**src/rtl/cfg_chain_loader.sv**
```systemverilog
// rtl/cfg_chain_loader.sv - serial bitstream loader with shadow/commit, abort and readback
module cfg_chain_loader #(
   parameter int NUM_BLOCKS = 2,
   parameter int BLOCK_BITS = 96
) (
   input  logic                                              clk,
   input  logic                                              reset,
   input  logic                                              prgm_b,
   input  logic                                              rb_req,
   input  logic                                              bit_in,
   input  logic                                              bit_valid,
   output logic                                              bit_ready,
   output logic [NUM_BLOCKS*BLOCK_BITS-1:0]                  cfg_q,
   output logic                                              cfg_update,
   output logic                                              rb_bit,
   output logic                                              rb_valid,
   output logic                                              busy,
   output logic                                              done,
   output logic                                              err,
   output logic [((NUM_BLOCKS > 1) ? $clog2(NUM_BLOCKS) : 1)-1:0] blk_idx
);

   localparam int TOTAL = NUM_BLOCKS * BLOCK_BITS;
   localparam int BW    = (NUM_BLOCKS > 1) ? $clog2(NUM_BLOCKS) : 1;
   localparam int CW    = $clog2(BLOCK_BITS);
   localparam int RW    = $clog2(TOTAL);

   typedef enum logic [2:0] {
      S_IDLE     = 3'd0,
      S_SHIFT    = 3'd1,
      S_COMMIT   = 3'd2,
      S_DONE     = 3'd3,
      S_READBACK = 3'd4
   } state_t;

   state_t                state;
   state_t                state_next;
   logic [BLOCK_BITS-1:0] shadow [NUM_BLOCKS];
   logic [CW-1:0]         bit_cnt;
   logic [RW-1:0]         rb_cnt;
   logic                  last_bit;
   logic                  last_block;
   logic                  last_rb;

   assign last_bit   = (bit_cnt == CW'(BLOCK_BITS - 1));
   assign last_block = (blk_idx == BW'(NUM_BLOCKS - 1));
   assign last_rb    = (rb_cnt == RW'(TOTAL - 1));

   // State register; reset drops any load or readback in progress immediately.
   always_ff @(posedge clk or posedge reset) begin
      if (reset) state <= S_IDLE;
      else       state <= state_next;
   end

   // Next-state selection plus the outputs decoded purely from the state.
   always_comb begin
      state_next = state;
      bit_ready  = 1'b0;
      busy       = (state != S_IDLE);
      case (state)
         S_IDLE: begin
            if (!prgm_b)     state_next = S_SHIFT;
            else if (rb_req) state_next = S_READBACK;
         end
         S_SHIFT: begin
            bit_ready = 1'b1;
            if (prgm_b)                                     state_next = S_IDLE;
            else if (bit_valid && last_bit && last_block)   state_next = S_COMMIT;
         end
         S_COMMIT:   state_next = S_DONE;
         S_DONE:     if (prgm_b) state_next = S_IDLE;
         S_READBACK: if (last_rb) state_next = S_IDLE;
         default:    state_next = S_IDLE;
      endcase
   end

   // Datapath: shadow fill, counters, one-shot commit, sticky flags and readback serialiser.
   always_ff @(posedge clk or posedge reset) begin
      if (reset) begin
         for (int i = 0; i < NUM_BLOCKS; i++) shadow[i] <= '0;
         cfg_q      <= '0;
         bit_cnt    <= '0;
         blk_idx    <= '0;
         rb_cnt     <= '0;
         cfg_update <= 1'b0;
         rb_bit     <= 1'b0;
         rb_valid   <= 1'b0;
         done       <= 1'b0;
         err        <= 1'b0;
      end else begin
         cfg_update <= 1'b0;
         rb_valid   <= 1'b0;
         rb_bit     <= 1'b0;
         case (state)
            S_IDLE: begin
               if (!prgm_b) begin
                  done    <= 1'b0;
                  err     <= 1'b0;
                  bit_cnt <= '0;
                  blk_idx <= '0;
               end else if (rb_req) begin
                  rb_cnt <= '0;
               end
            end
            S_SHIFT: begin
               // An abort wins over a bit offered in the same cycle.
               if (prgm_b) begin
                  err <= 1'b1;
               end else if (bit_valid) begin
                  shadow[blk_idx] <= {bit_in, shadow[blk_idx][BLOCK_BITS-1:1]};
                  if (last_bit) begin
                     bit_cnt <= '0;
                     if (!last_block) blk_idx <= blk_idx + BW'(1);
                  end else begin
                     bit_cnt <= bit_cnt + CW'(1);
                  end
               end
            end
            S_COMMIT: begin
               for (int i = 0; i < NUM_BLOCKS; i++)
                  cfg_q[i*BLOCK_BITS +: BLOCK_BITS] <= shadow[i];
               cfg_update <= 1'b1;
               done       <= 1'b1;
            end
            S_READBACK: begin
               rb_valid <= 1'b1;
               rb_bit   <= cfg_q[rb_cnt];
               rb_cnt   <= last_rb ? '0 : rb_cnt + RW'(1);
            end
            default: ;
         endcase
      end
   end

endmodule

```
**config.mk**
```make
export PLATFORM = sky130hd
export DESIGN_NAME = cfg_chain_loader
export DESIGN_NICKNAME = d
export VERILOG_FILES = /design/src/rtl/cfg_chain_loader.sv
export SDC_FILE = /design/constraint.sdc
export NUM_CORES = 1
export LEC_CHECK = 0
export BUFFER_PORTS_ARGS = -buffer_cell sky130_fd_sc_hd__buf_4
export CAP_MARGIN = 20
export CORE_ASPECT_RATIO = 0.5
export CORE_MARGIN = 4
export CORE_UTILIZATION = 53
export CTS_CLUSTER_DIAMETER = 30
export DETAILED_ROUTE_END_ITERATION = 8
export PLACE_DENSITY = 0.88
export SLEW_MARGIN = 25
export SYNTH_ARGS = -nofsm -noshare
export SYNTH_HDL_FRONTEND = slang
export SYNTH_SLANG_ARGS = --single-unit
```
**constraint.sdc**
```tcl
create_clock -name clk -period 15.25 [get_ports clk]
set_clock_uncertainty 0.15 [all_clocks]
set_input_delay 3.05 -clock clk [delete_from_list [all_inputs] [get_ports clk]]
set_output_delay 3.05 -clock clk [all_outputs]
set_load 0.005 [all_outputs]
```
==> impl_metrics.csv <==
group,metric,value,unit
outcome,outcome,"completed",
drt,vias_per_cell,5.77,
critical_path,rr_startpoint,"rb_cnt[0]",
drt,wl_per_cell,22.2,um
floorplan,core,0.0318,mm^2
logic_synthesis,ys_seq_area_frac,0.597,
drt,initialDrtViolationCount,756,
sta,setup-violations-final,0,
sta,finalHoldViolCount,0,
clock_tree,clock-sinks,408,
drt,detailed_route_wl,39300,um
pwr,power_leakage,0.0104,uW
sta,rsz0062_at_grt,"no",
critical_path,critical_path_buf_inv_count,5,
logic_synthesis,yosysWarningCount,0,
final_layout,top_library_cells_by_usage_in_the_layout_fill_and_taps_aside,"sky130_fd_sc_hd__dfrtp_1 (406), sky130_fd_sc_hd__mux2_2 (381), sky130_fd_sc_hd__buf_4 (210)",
logic_synthesis,netlist_area,0.0171,mm^2
clock_tree,cts_hold_buf,0,
floorplan,chipHeight,135,um
pwr,maximum_vdd_ir_drop,0.115,mV
floorplan,die-area,0.0354,mm^2
logic_synthesis,cells_after_synthesis,1107,
clock_tree,tritoncts,"yes",
logic_synthesis,synthesis.nets,1115,
critical_path,worstPathRequired,15.69,ns
logic_synthesis,synth_cell_type_count,52,
final_layout,layout-drive-gt1-share,0.541,
sta,fmax,0.199,GHz
critical_path,r2r_end,"state[1]",
critical_path,end_kind,"asynchronous set/reset pin",
drt,number_of_vias_in_the_routed_layout,10221,
critical_path,worstSetupEndpoint,"cfg_q[190]",
critical_path,timing_worst_setup_path_type,"in2async",
critical_path,critical_path.max_stage_delay,0.67,ns
clock_tree,clkLatencyLatePin,0.55,ns
global_route,grt_max_degree,183,
global_route,global_route.usage.total,0.223,
logic_synthesis,number_of_synthesized_register_bits,408,
critical_path,critPathLaunch,"reset",
pwr,pwr_density_cell,131,mW/mm^2
clock_tree,numCtsBuffers,47,
clock_tree,post_cts_resized,0,
logic_synthesis,post_synth_top_flop,"sky130_fd_sc_hd__dfrtp_1",
critical_path,worstSetupPathDepth,5,
critical_path,reg2reg_setup_slack,11.35,ns
critical_path,worst_r2r_path_depth,8,
logic_synthesis,synthesis.area_per_instance,15.5,um^2
sta,relSlewSlack,0.289,
logic_synthesis,share_of_yosys_cell_area_claimed_by_the_top_area_cell_type,0.597,
final_layout,antenna_cells_inserted,0,
critical_path,crit_fanout,142,
clock_tree,cts.clk_slew.worst_paths,0.06,ns
final_layout,area_delta_synth_final,19.8,%
clock_tree,max-clock-path-buffers,3,
sta,finalCritPeriodShare,0.329,
sta,post-route-worst-setup-slack,10.23,ns
sta,period_minus_ws_final,5.02,ns
clock_tree,post_cts_setup_inserts,0,
run,maxCapViolCount,0,
drt,drc,0,
clock_tree,cts_htree_levels,2,
logic_synthesis,synthArstFlopShare,1.00,
logic_synthesis,synth.largest_area_cell,"sky130_fd_sc_hd__dfrtp_1",
final_layout,final_core_util,0.645,
place,gp_routability_congestion,0.830,
critical_path,path_cells,"buf_4 -> clkinv_8 -> buf_12 -> buf_16 -> buf_6",
sta,slew_violations,0,
sta,timing.setup.tns,0,ns
global_route,global_route_wire_length_before_repair,62200,um
drt,drtPass1Iterations,5,
critical_path,critPathLaunchType,"input port",
global_route,final_global_route_overflow_total,0,
critical_path,critPathTopFamily,"buffers and inverters",
floorplan,die_width,262,um
worst_hold_path,hold_path_class,"reg2reg",
floorplan,number_of_top_level_pins,206,
sta,worst_slew_pin_slew,1.07,ns
clock_tree,clock_tree.root_cell,"sky130_fd_sc_hd__clkbuf_16",
floorplan,std_cell_rows,46,
pwr,post_route_total_power,2690,uW
global_route,number_of_global_route_vias_before_repair,10900,
place,place_hpwl,25400,um
critical_path,cp.arrival,5.46,ns
place,buffer_ports.inserted,205,
logic_synthesis,synth_top_cells_by_area,"sky130_fd_sc_hd__dfrtp_1 (60%), sky130_fd_sc_hd__mux2_2 (25%), sky130_fd_sc_hd__mux4_2 (5.0%), sky130_fd_sc_hd__mux2i_1 (1.2%), sky130_fd_sc_hd__buf_6 (0.86%)",
final_layout,finalNetCount,1312,
floorplan,initial_core_util,0.539,
final_layout,layout.cells.most_common,"sky130_fd_sc_hd__dfrtp_1",
logic_synthesis,synth_enable_flop_cells,0,
place,dp_worst_setup_slack,9.17,ns
critical_path,critPathSlowestCell,"sky130_fd_sc_hd__buf_6",
drt,drtAntennaViolNets,0,
global_route,antenna_found_initial,0,
-- final cells by class --
type                    instances  area [um^2]
clock buffers                  57         1290
clock inverters                27          300
fillers                      2157        11300
inverters                       8         42.5
multi-input cells             624         6460
flip-flops and latches        408        10200
well taps                     432          541
repair buffers                215         1660
-- cell usage after synthesis, types with 7 or more instances --
library cell and count:
sky130_fd_sc_hd__clkbuf_1 15, sky130_fd_sc_hd__nand3_1 11, sky130_fd_sc_hd__nor2b_1 7, sky130_fd_sc_hd__buf_2 27, sky130_fd_sc_hd__mux2i_1 20, sky130_fd_sc_hd__buf_6 13
sky130_fd_sc_hd__nand2_1 34, sky130_fd_sc_hd__mux4_2 38, sky130_fd_sc_hd__o21ai_0 27, sky130_fd_sc_hd__o221ai_1 7, sky130_fd_sc_hd__a21oi_1 9, sky130_fd_sc_hd__dfrtp_1 408
sky130_fd_sc_hd__nor2_1 16, sky130_fd_sc_hd__inv_1 8, sky130_fd_sc_hd__nand2b_1 8, sky130_fd_sc_hd__mux2_2 381
-- report_power, final --
part / internal [uW] / leakage, uW / switching (uW) / total [uW]
clock network: 678 / 0.000770 / 460 / 1140
logic: 164 / 0.00396 / 217 / 380
registers: 1110 / 0.00568 / 57.5 / 1170
total: 1950 / 0.0104 / 735 / 2690
-- metrics by stage --
| stage | hold WS (ns) | cells | area (um^2) |
|---|---|---|---|
| after global routing | 0.377 | 1771 | 20500 |
| after floorplan | 0.301 | 1107 | 17100 |
| final | 0.355 | 1771 | 20500 |
| after detailed placement | 0.337 | 1686 | 18900 |
| after global placement | 0.324 | 1686 | 18900 |
| after CTS | 0.352 | 1770 | 20500 |
-- sequential cells by signal, indices dropped and copies added, names as in the netlist --
register,cells
rb_valid,1
err,1
done,1
cfg_update,1
bit_cnt,7
shadow,192
blk_idx,1
state,3
rb_cnt,8
cfg_q,192
rb_bit,1
-- how the worst min path moves through the flow --
| stage | startpoint | endpoint | cells after the start | slack, ns |
|---|---|---|---|---|
| floorplan | bit_cnt[6] | bit_cnt[6] | 1 | 0.30 |
| global placement | bit_cnt[6] | bit_cnt[6] | 1 | 0.32 |
| detailed placement | bit_cnt[6] | bit_cnt[6] | 1 | 0.34 |
| CTS | bit_cnt[6] | bit_cnt[6] | 1 | 0.35 |
| global route | shadow[0] | shadow[0] | 1 | 0.38 |
| finish | shadow[0] | cfg_q[96] | 1 | 0.35 |
-- per-layer routing --
metal	part of all wire	vias up	track usage
li1	-	4477	-
met1	0.41	5413	0.288
met2	0.52	241	0.388
met3	0.046	90	0.0386
met4	0.031	0	0.0745
met5	0	-	0
-- worst register-to-register path, delay by kind of cell, from the launching register on --
family	cells	cell delay, ns
AOI/OAI and AO/OA	4	1.51
adders and majority gates	1	0.34
buffers and inverters	1	0.72
DFF	1	0.76
and+or+nand+nor	2	0.30
-- cells by family (layout without fill, tap and decap cells) --
kind of cell,Yosys count,count (layout),share of synthesized area
mux,443,443,0.315
simple gates,102,102,0.0306
flops,408,408,0.597
compound gates,76,76,0.0289
buf+inv,75,307,0.0269
xor+xnor,1,1,0.000512
fa+ha+maj,2,2,0.00146
Note: power is estimated with default switching activity, not from simulation.
